[config.mk]
export PLATFORM = sky130hd
export DESIGN_NAME = sim_ctrl_mmio_flat
export DESIGN_NICKNAME = d
export VERILOG_FILES = /design/src/rtl/sim_ctrl_pkg.sv /design/src/rtl/sim_ctrl_mmio_if.sv /design/src/rtl/sync_fifo.sv /design/src/rtl/sim_ctrl_mmio.sv /design/src/flat_wrapper.sv
export SDC_FILE = /design/constraint.sdc
export NUM_CORES = 1
export LEC_CHECK = 0
export BUFFER_PORTS_ARGS = -buffer_cell sky130_fd_sc_hd__clkbuf_2
export CAP_MARGIN = 5
export CORE_MARGIN = 2
export CORE_UTILIZATION = 30
export DETAILED_ROUTE_END_ITERATION = 16
export GPL_TIMING_DRIVEN = 0
export PLACE_DENSITY = 0.5
export SYNTH_ARGS = -nofsm -noshare
export SYNTH_HDL_FRONTEND = slang
export SYNTH_HIERARCHICAL = 1
export SYNTH_SLANG_ARGS = --single-unit
[constraint.sdc]
create_clock -name clk -period 2.95 [get_ports clk]
set_input_delay 0 -clock clk [delete_from_list [all_inputs] [get_ports clk]]
set_output_delay 0 -clock clk [all_outputs]
set_load 0.1 [all_outputs]
[src/rtl/sim_ctrl_pkg.sv]
// Shared constants and types for the simulation-control MMIO responder:
// register offsets, STATUS bit positions, FSM state and a byte-strobe merge helper.
package sim_ctrl_pkg;

  localparam logic [4:0] OFF_RESULT  = 5'h00;
  localparam logic [4:0] OFF_DONE    = 5'h04;
  localparam logic [4:0] OFF_CONSOLE = 5'h08;
  localparam logic [4:0] OFF_CYCLE   = 5'h0C;
  localparam logic [4:0] OFF_STATUS  = 5'h10;

  localparam logic [31:0] DONE_MAGIC_DEF = 32'hDEAD_BEEF;

  localparam int ST_DONE    = 0;
  localparam int ST_TIMEOUT = 1;
  localparam int ST_PASS    = 2;
  localparam int ST_EMPTY   = 3;
  localparam int ST_FULL    = 4;

  typedef enum logic {
    IDLE = 1'b0,
    RESP = 1'b1
  } state_t;

  function automatic logic [31:0] apply_wstrb(input logic [31:0] old_val,
                                              input logic [31:0] new_val,
                                              input logic [3:0]  strb);
    logic [31:0] r;
    r = old_val;
    for (int i = 0; i < 4; i++) begin
      if (strb[i]) r[8*i +: 8] = new_val[8*i +: 8];
    end
    return r;
  endfunction

endpackage

[src/rtl/sim_ctrl_mmio_if.sv]
// CPU data-bus request/response channel: valid/ready request, one-cycle response pulse.
interface sim_ctrl_mmio_if;
  logic        req_valid;
  logic        req_ready;
  logic        req_we;
  logic [31:0] req_addr;
  logic [31:0] req_wdata;
  logic [3:0]  req_wstrb;
  logic        rsp_valid;
  logic [31:0] rsp_rdata;
  logic        rsp_err;

  modport master (
    output req_valid, req_we, req_addr, req_wdata, req_wstrb,
    input  req_ready, rsp_valid, rsp_rdata, rsp_err
  );

  modport slave (
    input  req_valid, req_we, req_addr, req_wdata, req_wstrb,
    output req_ready, rsp_valid, rsp_rdata, rsp_err
  );
endinterface

[src/rtl/sync_fifo.sv]
// Single-clock FIFO, registered pointers with an extra wrap bit; no push-to-pop bypass,
// so a byte pushed into an empty FIFO becomes visible the following cycle.
module sync_fifo #(
  parameter int WIDTH = 8,
  parameter int DEPTH = 8
) (
  input  logic             clk,
  input  logic             rst_n,
  input  logic             push,
  input  logic [WIDTH-1:0] push_data,
  input  logic             pop,
  output logic [WIDTH-1:0] pop_data,
  output logic             full,
  output logic             empty
);

  localparam int AW = $clog2(DEPTH);

  logic [AW:0]      wr_ptr_q, wr_ptr_d;
  logic [AW:0]      rd_ptr_q, rd_ptr_d;
  logic [WIDTH-1:0] mem_q [DEPTH];
  logic [WIDTH-1:0] mem_d [DEPTH];

  assign empty    = (wr_ptr_q == rd_ptr_q);
  assign full     = (wr_ptr_q[AW] != rd_ptr_q[AW]) &&
                    (wr_ptr_q[AW-1:0] == rd_ptr_q[AW-1:0]);
  assign pop_data = mem_q[rd_ptr_q[AW-1:0]];

  always_comb begin
    mem_d    = mem_q;
    wr_ptr_d = wr_ptr_q;
    rd_ptr_d = rd_ptr_q;
    if (push && !full) begin
      mem_d[wr_ptr_q[AW-1:0]] = push_data;
      wr_ptr_d                = wr_ptr_q + (AW+1)'(1);
    end
    if (pop && !empty) begin
      rd_ptr_d = rd_ptr_q + (AW+1)'(1);
    end
  end

  always_ff @(posedge clk) begin
    if (!rst_n) begin
      wr_ptr_q <= '0;
      rd_ptr_q <= '0;
    end else begin
      wr_ptr_q <= wr_ptr_d;
      rd_ptr_q <= rd_ptr_d;
    end
  end

  // Storage needs no reset: contents are only observed behind the pointers.
  always_ff @(posedge clk) begin
    mem_q <= mem_d;
  end

endmodule

[src/rtl/sim_ctrl_mmio.sv]
// Simulation-control responder: RESULT/DONE capture, console byte FIFO, cycle/timeout counter.
// One request outstanding, response exactly one cycle after accept; console writes stall when the FIFO is full.
module sim_ctrl_mmio
  import sim_ctrl_pkg::*;
#(
  parameter logic [31:0] BASE_ADDR      = 32'h8000_1000,
  parameter logic [31:0] DONE_MAGIC     = DONE_MAGIC_DEF,
  parameter logic [31:0] EXPECTED       = 32'd2,
  parameter logic [31:0] TIMEOUT_CYCLES = 32'd10000,
  parameter int          FIFO_DEPTH     = 8
) (
  input  logic           clk,
  input  logic           rst_n,
  sim_ctrl_mmio_if.slave bus,
  output logic           tx_valid,
  input  logic           tx_ready,
  output logic [7:0]     tx_data,
  output logic           done,
  output logic           pass,
  output logic           timeout,
  output logic [31:0]    result
);

  state_t      state_q, state_d;
  logic [31:0] result_q, result_d;
  logic        done_q, done_d;
  logic        pass_q, pass_d;
  logic        timeout_q, timeout_d;
  logic [31:0] cnt_q, cnt_d;
  logic [31:0] rdata_q, rdata_d;
  logic        err_q, err_d;

  logic        in_window, aligned, reg_hit, console_wr, accept;
  logic [4:0]  off;
  logic [31:0] status, rd_val;
  logic        timeout_hit;
  logic        fifo_push, fifo_pop, fifo_full, fifo_empty;
  logic [7:0]  fifo_rdata;

  always_comb begin
    off        = bus.req_addr[4:0];
    in_window  = (bus.req_addr[31:5] == BASE_ADDR[31:5]);
    aligned    = (bus.req_addr[1:0] == 2'b00);
    reg_hit    = in_window && aligned && (off <= OFF_STATUS);
    console_wr = reg_hit && bus.req_we && (off == OFF_CONSOLE);
  end

  // Only a console write that would actually push is held off by a full FIFO.
  assign bus.req_ready = (state_q == IDLE) &&
                         !(console_wr && bus.req_wstrb[0] && fifo_full);
  assign accept        = bus.req_valid && bus.req_ready;

  always_comb begin
    status              = '0;
    status[ST_DONE]     = done_q;
    status[ST_TIMEOUT]  = timeout_q;
    status[ST_PASS]     = pass_q;
    status[ST_EMPTY]    = fifo_empty;
    status[ST_FULL]     = fifo_full;
  end

  always_comb begin
    rd_val = '0;
    case (off)
      OFF_RESULT: rd_val = result_q;
      OFF_DONE:   rd_val = {31'b0, done_q};
      OFF_CYCLE:  rd_val = cnt_q;
      OFF_STATUS: rd_val = status;
      default:    rd_val = '0;
    endcase
  end

  assign timeout_hit = (cnt_q == TIMEOUT_CYCLES) && !done_q;

  always_comb begin
    state_d   = state_q;
    result_d  = result_q;
    done_d    = done_q;
    pass_d    = pass_q;
    timeout_d = timeout_q;
    cnt_d     = cnt_q;
    rdata_d   = rdata_q;
    err_d     = err_q;
    fifo_push = 1'b0;

    case (state_q)
      IDLE: begin
        if (accept) begin
          state_d = RESP;
          err_d   = !reg_hit;
          rdata_d = (reg_hit && !bus.req_we) ? rd_val : 32'h0;
        end
      end
      RESP:    state_d = IDLE;
      default: state_d = IDLE;
    endcase

    if (accept && reg_hit && bus.req_we) begin
      case (off)
        OFF_RESULT: begin
          if (!done_q) result_d = apply_wstrb(result_q, bus.req_wdata, bus.req_wstrb);
        end
        OFF_DONE: begin
          if (!done_q && bus.req_wstrb == 4'hF && bus.req_wdata == DONE_MAGIC) begin
            done_d = 1'b1;
            // Judged against RESULT as it stood before this cycle's writes.
            pass_d = (result_q == EXPECTED) && !timeout_q;
          end
        end
        OFF_CONSOLE: fifo_push = bus.req_wstrb[0];
        default: ;
      endcase
    end

    if (timeout_hit) timeout_d = 1'b1;

    if (!(done_q || timeout_q || timeout_hit) && (cnt_q != '1)) begin
      cnt_d = cnt_q + 32'd1;
    end
  end

  always_ff @(posedge clk) begin
    if (!rst_n) begin
      state_q   <= IDLE;
      result_q  <= '0;
      done_q    <= 1'b0;
      pass_q    <= 1'b0;
      timeout_q <= 1'b0;
      cnt_q     <= '0;
      rdata_q   <= '0;
      err_q     <= 1'b0;
    end else begin
      state_q   <= state_d;
      result_q  <= result_d;
      done_q    <= done_d;
      pass_q    <= pass_d;
      timeout_q <= timeout_d;
      cnt_q     <= cnt_d;
      rdata_q   <= rdata_d;
      err_q     <= err_d;
    end
  end

  assign fifo_pop = tx_valid && tx_ready;

  sync_fifo #(
    .WIDTH (8),
    .DEPTH (FIFO_DEPTH)
  ) u_fifo (
    .clk       (clk),
    .rst_n     (rst_n),
    .push      (fifo_push),
    .push_data (bus.req_wdata[7:0]),
    .pop       (fifo_pop),
    .pop_data  (fifo_rdata),
    .full      (fifo_full),
    .empty     (fifo_empty)
  );

  assign tx_valid      = !fifo_empty;
  assign tx_data       = fifo_rdata;
  assign bus.rsp_valid = (state_q == RESP);
  assign bus.rsp_rdata = rdata_q;
  assign bus.rsp_err   = err_q;
  assign done          = done_q;
  assign pass          = pass_q;
  assign timeout       = timeout_q;
  assign result        = result_q;

endmodule

[src/flat_wrapper.sv]
// flat-port wrapper written by rule: the top's interface ports become plain ports
module sim_ctrl_mmio_flat import sim_ctrl_pkg::*;
#(
  parameter logic [31:0] BASE_ADDR      = 32'h8000_1000,
  parameter logic [31:0] DONE_MAGIC     = DONE_MAGIC_DEF,
  parameter logic [31:0] EXPECTED       = 32'd2,
  parameter logic [31:0] TIMEOUT_CYCLES = 32'd10000,
  parameter int          FIFO_DEPTH     = 8
)
  (clk, rst_n, tx_valid, tx_ready, tx_data, done, pass, timeout, result, bus_req_valid, bus_req_we, bus_req_addr, bus_req_wdata, bus_req_wstrb, bus_req_ready, bus_rsp_valid, bus_rsp_rdata, bus_rsp_err);
  sim_ctrl_mmio_if bus_i ();
  input  logic clk;
  input  logic rst_n;
  output logic tx_valid;
  input  logic tx_ready;
  output logic [7:0] tx_data;
  output logic done;
  output logic pass;
  output logic timeout;
  output logic [31:0] result;
  input wire logic [$bits(bus_i.req_valid)-1:0] bus_req_valid;
  input wire logic [$bits(bus_i.req_we)-1:0] bus_req_we;
  input wire logic [$bits(bus_i.req_addr)-1:0] bus_req_addr;
  input wire logic [$bits(bus_i.req_wdata)-1:0] bus_req_wdata;
  input wire logic [$bits(bus_i.req_wstrb)-1:0] bus_req_wstrb;
  output wire logic [$bits(bus_i.req_ready)-1:0] bus_req_ready;
  output wire logic [$bits(bus_i.rsp_valid)-1:0] bus_rsp_valid;
  output wire logic [$bits(bus_i.rsp_rdata)-1:0] bus_rsp_rdata;
  output wire logic [$bits(bus_i.rsp_err)-1:0] bus_rsp_err;
  assign bus_i.req_valid = bus_req_valid;
  assign bus_i.req_we = bus_req_we;
  assign bus_i.req_addr = bus_req_addr;
  assign bus_i.req_wdata = bus_req_wdata;
  assign bus_i.req_wstrb = bus_req_wstrb;
  assign bus_req_ready = bus_i.req_ready;
  assign bus_rsp_valid = bus_i.rsp_valid;
  assign bus_rsp_rdata = bus_i.rsp_rdata;
  assign bus_rsp_err = bus_i.rsp_err;
  sim_ctrl_mmio #(.BASE_ADDR(BASE_ADDR), .DONE_MAGIC(DONE_MAGIC), .EXPECTED(EXPECTED), .TIMEOUT_CYCLES(TIMEOUT_CYCLES), .FIFO_DEPTH(FIFO_DEPTH)) u_core (.clk(clk), .rst_n(rst_n), .bus(bus_i), .tx_valid(tx_valid), .tx_ready(tx_ready), .tx_data(tx_data), .done(done), .pass(pass), .timeout(timeout), .result(result));
endmodule
==> results by group <==
Floorplanning
  – Die Span Y: 169 µm
  – Initial Util: 30.4%
  – Die footprint: 0.0285 mm²
  – # IOs: 152
  – Area of the core: 0.0268 mm²
  – Row Count: 60
  – Die Width: 169 µm

Place
  – Final Wtd Congestion: 0.819
  – Detailed placement HPWL: 20.6 mm
  – Cell Count Post-Placement: 1,231
  – IO Port Bufs: 150

Timing
  – Worst Tran Pin Value: 0.737 ns
  – Fin. Hold Viols: 0
  – Final Cycle Share: 95.0%
  – Final setup fails: 0
  – Clock Skew: 0.0170 ns
  – TNS Setup: 0 ns
  – Period minus WS final: 2.80 ns
  – WHS: 0.0268 ns
  – Final Max Tran Viols: 0
  – Max-slew headroom: 50.4%
  – RSZ-0062 raised after global routing: no
  – Fmax: 0.357 GHz

Synthesis
  – Area contributors post-synth: dfxtp_1 (27%), edfxtp_1 (24%), mux4_2 (4.4%)
  – Post-synth top area share: 26.8%
  – Syn Std Cell Area: 0.00815 mm²
  – Area leader, netlist: dfxtp_1
  – Avg Synthesized Cell Area: 11.1 µm²
  – Yosys reg bits: 173
  – Post-synthesis cell count: 734
  – Post-synth ARST share: 0%
  – Synth cell count leaders: dfxtp_1 (109), edfxtp_1 (64), clkbuf_1 (49), nand2_1 (41), nor4_1 (35)
  – Number of flops mapped to enable cells by yosys: 64
  – Seq/Total Area, Yosys: 50.3%
  – Synth warn: 6
  – Syn nets: 811
  – Most frequent cell after synthesis: dfxtp_1
  – Post-synth top flop: dfxtp_1
  – Cell variety after synth: 64

Global routing
  – Global route total overflow: 0
  – Vias in the first global route: 6,964
  – Largest net degree at the start of global routing: 21
  – First-pass GRT wire length: 42.6 mm
  – GRT Resource Usage Total: 19.7%
  – Initial antenna violation count: 0

Clocking
  – Total CTS buffers: 17
  – CTS tree: built
  – Clk pin slew, worst setup/hold paths: 0.08 ns
  – Longest Clk Path Bufs: 2
  – Clock sinks: 173
  – Clock root buffer: clkbuf_16
  – Clock insertion delay at the later pin of the skew report: 0.44 ns
  – # H-tree levels: 4

Setup path
  – Critical Path Sink Type: register
  – Crit path required time: 3.28 ns
  – Crit path launch type: register
  – CP max FO: 10
  – CP Data Arrival Time: 3.13 ns
  – Worst r2r src: u_core/cnt_q[0]$_SDFFE_PN0P_
  – Crit path kind: register to register
  – Critical Path Start: u_core/cnt_q[0]$_SDFFE_PN0P_

Power
  – Leakage power: 0.00379 µW
  – Design Power: 5040 µW
  – Cell Pwr Density: 480 mW/mm²
  – Max rail drop VDD: 0.000392 V

Drt
  – Final ANT Viol Nets: 0
  – Vias per std cell: 5.43
  – Drc violations: 0
  – DR WL/cell: 21.4 µm
  – DRT Pass-1 Iters: 5
  – DR iter-0 viols: 468
  – Total wire length: 28.0 mm
  – Routed vias: 7,080

Cells and area
  – Layout area overhead: 28.6%
  – Fillers: 2,651
  – Fraction of layout cells with a size suffix above 1: 26.5%
  – Fin cells: 1,305
  – # diodes: 0
  – Nets@finish: 1,028

Status
  – Status: completed

Min path
  – Hold WC Path Type: primary input to register
  – Worst hold path startpoint: bus_req_wstrb[2]

Job
  – Max-cap violations: 0
-- metrics by stage --
step	setup WS [ns]	instance area [µm²]	util (%)
after floorplan	-0.0294	8150	-
after global placement	-1.11	9330	34.8
after detailed placement	-0.465	9410	35.1
after CTS	-0.0751	10400	38.8
after global routing	0.0146	10500	39.1
final	0.147	10500	39.1
-- layout make-up --
class	instances	area (µm²)	share of cell area [%]
timing repair buffer	199	1200	11.5
multi-input combinational	495	3880	37.0
clock inverter	15	181	1.73
clock buffer	17	425	4.06
sequential	173	4100	39.1
buffer	58	246	2.35
tap	341	427	4.07
inverter	7	26.3	0.251
-- critical path: stages (launching register included) --
cell	delay (ns)
dfxtp_1	0.37
inv_1	0.08
ha_1	0.13
nor4b_1	0.40
nand4b_1	0.25
o21ai_1	0.39
clkbuf_1	0.41
clkbuf_2	0.37
o311ai_0	0.18
o41ai_1	0.11
-- sequential cells by signal, indices dropped and copies added (netlist names), 4 cells and up --
register and cells:
u_core/cnt_q 32, u_core/u_fifo/rd_ptr_q 4, u_core/u_fifo/mem_q 64, u_core/result 32, u_core/bus.rsp_rdata 32, u_core/u_fifo/wr_ptr_q 4
-- logic make-up (layout without fill, tap and decap cells) --
kind of cell,after synthesis,in the layout,synth area share (%)
and+or+nand+nor,251,251,19.1
AOI/OAI and AO/OA,177,177,16.4
DFF,173,173,50.3
buffers and inverters,66,296,3.31
muxes,54,54,9.22
xor gates and xnor gates,9,9,0.967
adders and majority gates,4,4,0.614
-- what timing repair did --
action / in CTS / in global routing
gates resized for setup: 7 / 15
hold buffers: 34 / 0
setup buffers: 1 / 8
pin swaps: 1 / 4
endpoints found under the hold margin: 93 / 0
endpoints found under the setup margin: 105 / 81
-- final timing paths --
check	endpoint	slack [ns]	cells after the start
max	u_core/cnt_q[4]$_SDFFE_PN0P_	0.15	9
min	u_core/result[20]$_SDFFE_PN0P_	0.03	3
max reg2reg	u_core/cnt_q[4]$_SDFFE_PN0P_	0.15	9
min reg2reg	u_core/bus.rsp_rdata[9]$_SDFFE_PN0P_	0.47	1
-- placed cells by master (no fill, tap or decap), types with 18 or more instances in the layout --
cell / instances
nand4_1: 20
a22oi_1: 27
edfxtp_1: 64
o2bb2ai_1: 32
a21boi_0: 24
nand2_1: 41
nor4_1: 33
mux2i_1: 29
dfxtp_1: 109
nand3_1: 18
clkbuf_1: 43
dlygate4sd3_1: 34
clkbuf_2: 157
o21a_1: 28
nand2b_1: 20
and3_1: 28
a21oi_1: 21
-- layer usage --
| layer | GRT usage (%) | part of all wire (%) | vias up |
|---|---|---|---|
| li1 | - | - | 3333 |
| met1 | 26.4 | 46 | 3480 |
| met2 | 32.7 | 48 | 232 |
| met3 | 3.44 | 4.7 | 35 |
| met4 | 6.03 | 2.0 | 0 |
| met5 | 0 | 0 | - |
-- report_power, final --
group / switching (µW) / internal, µW
Combinational: 153 / 95.6
Sequential: 8.66 / 2470
Clock: 1140 / 1160
Total: 1310 / 3730
No activity file was read; power rests on OpenSTA's default activity.
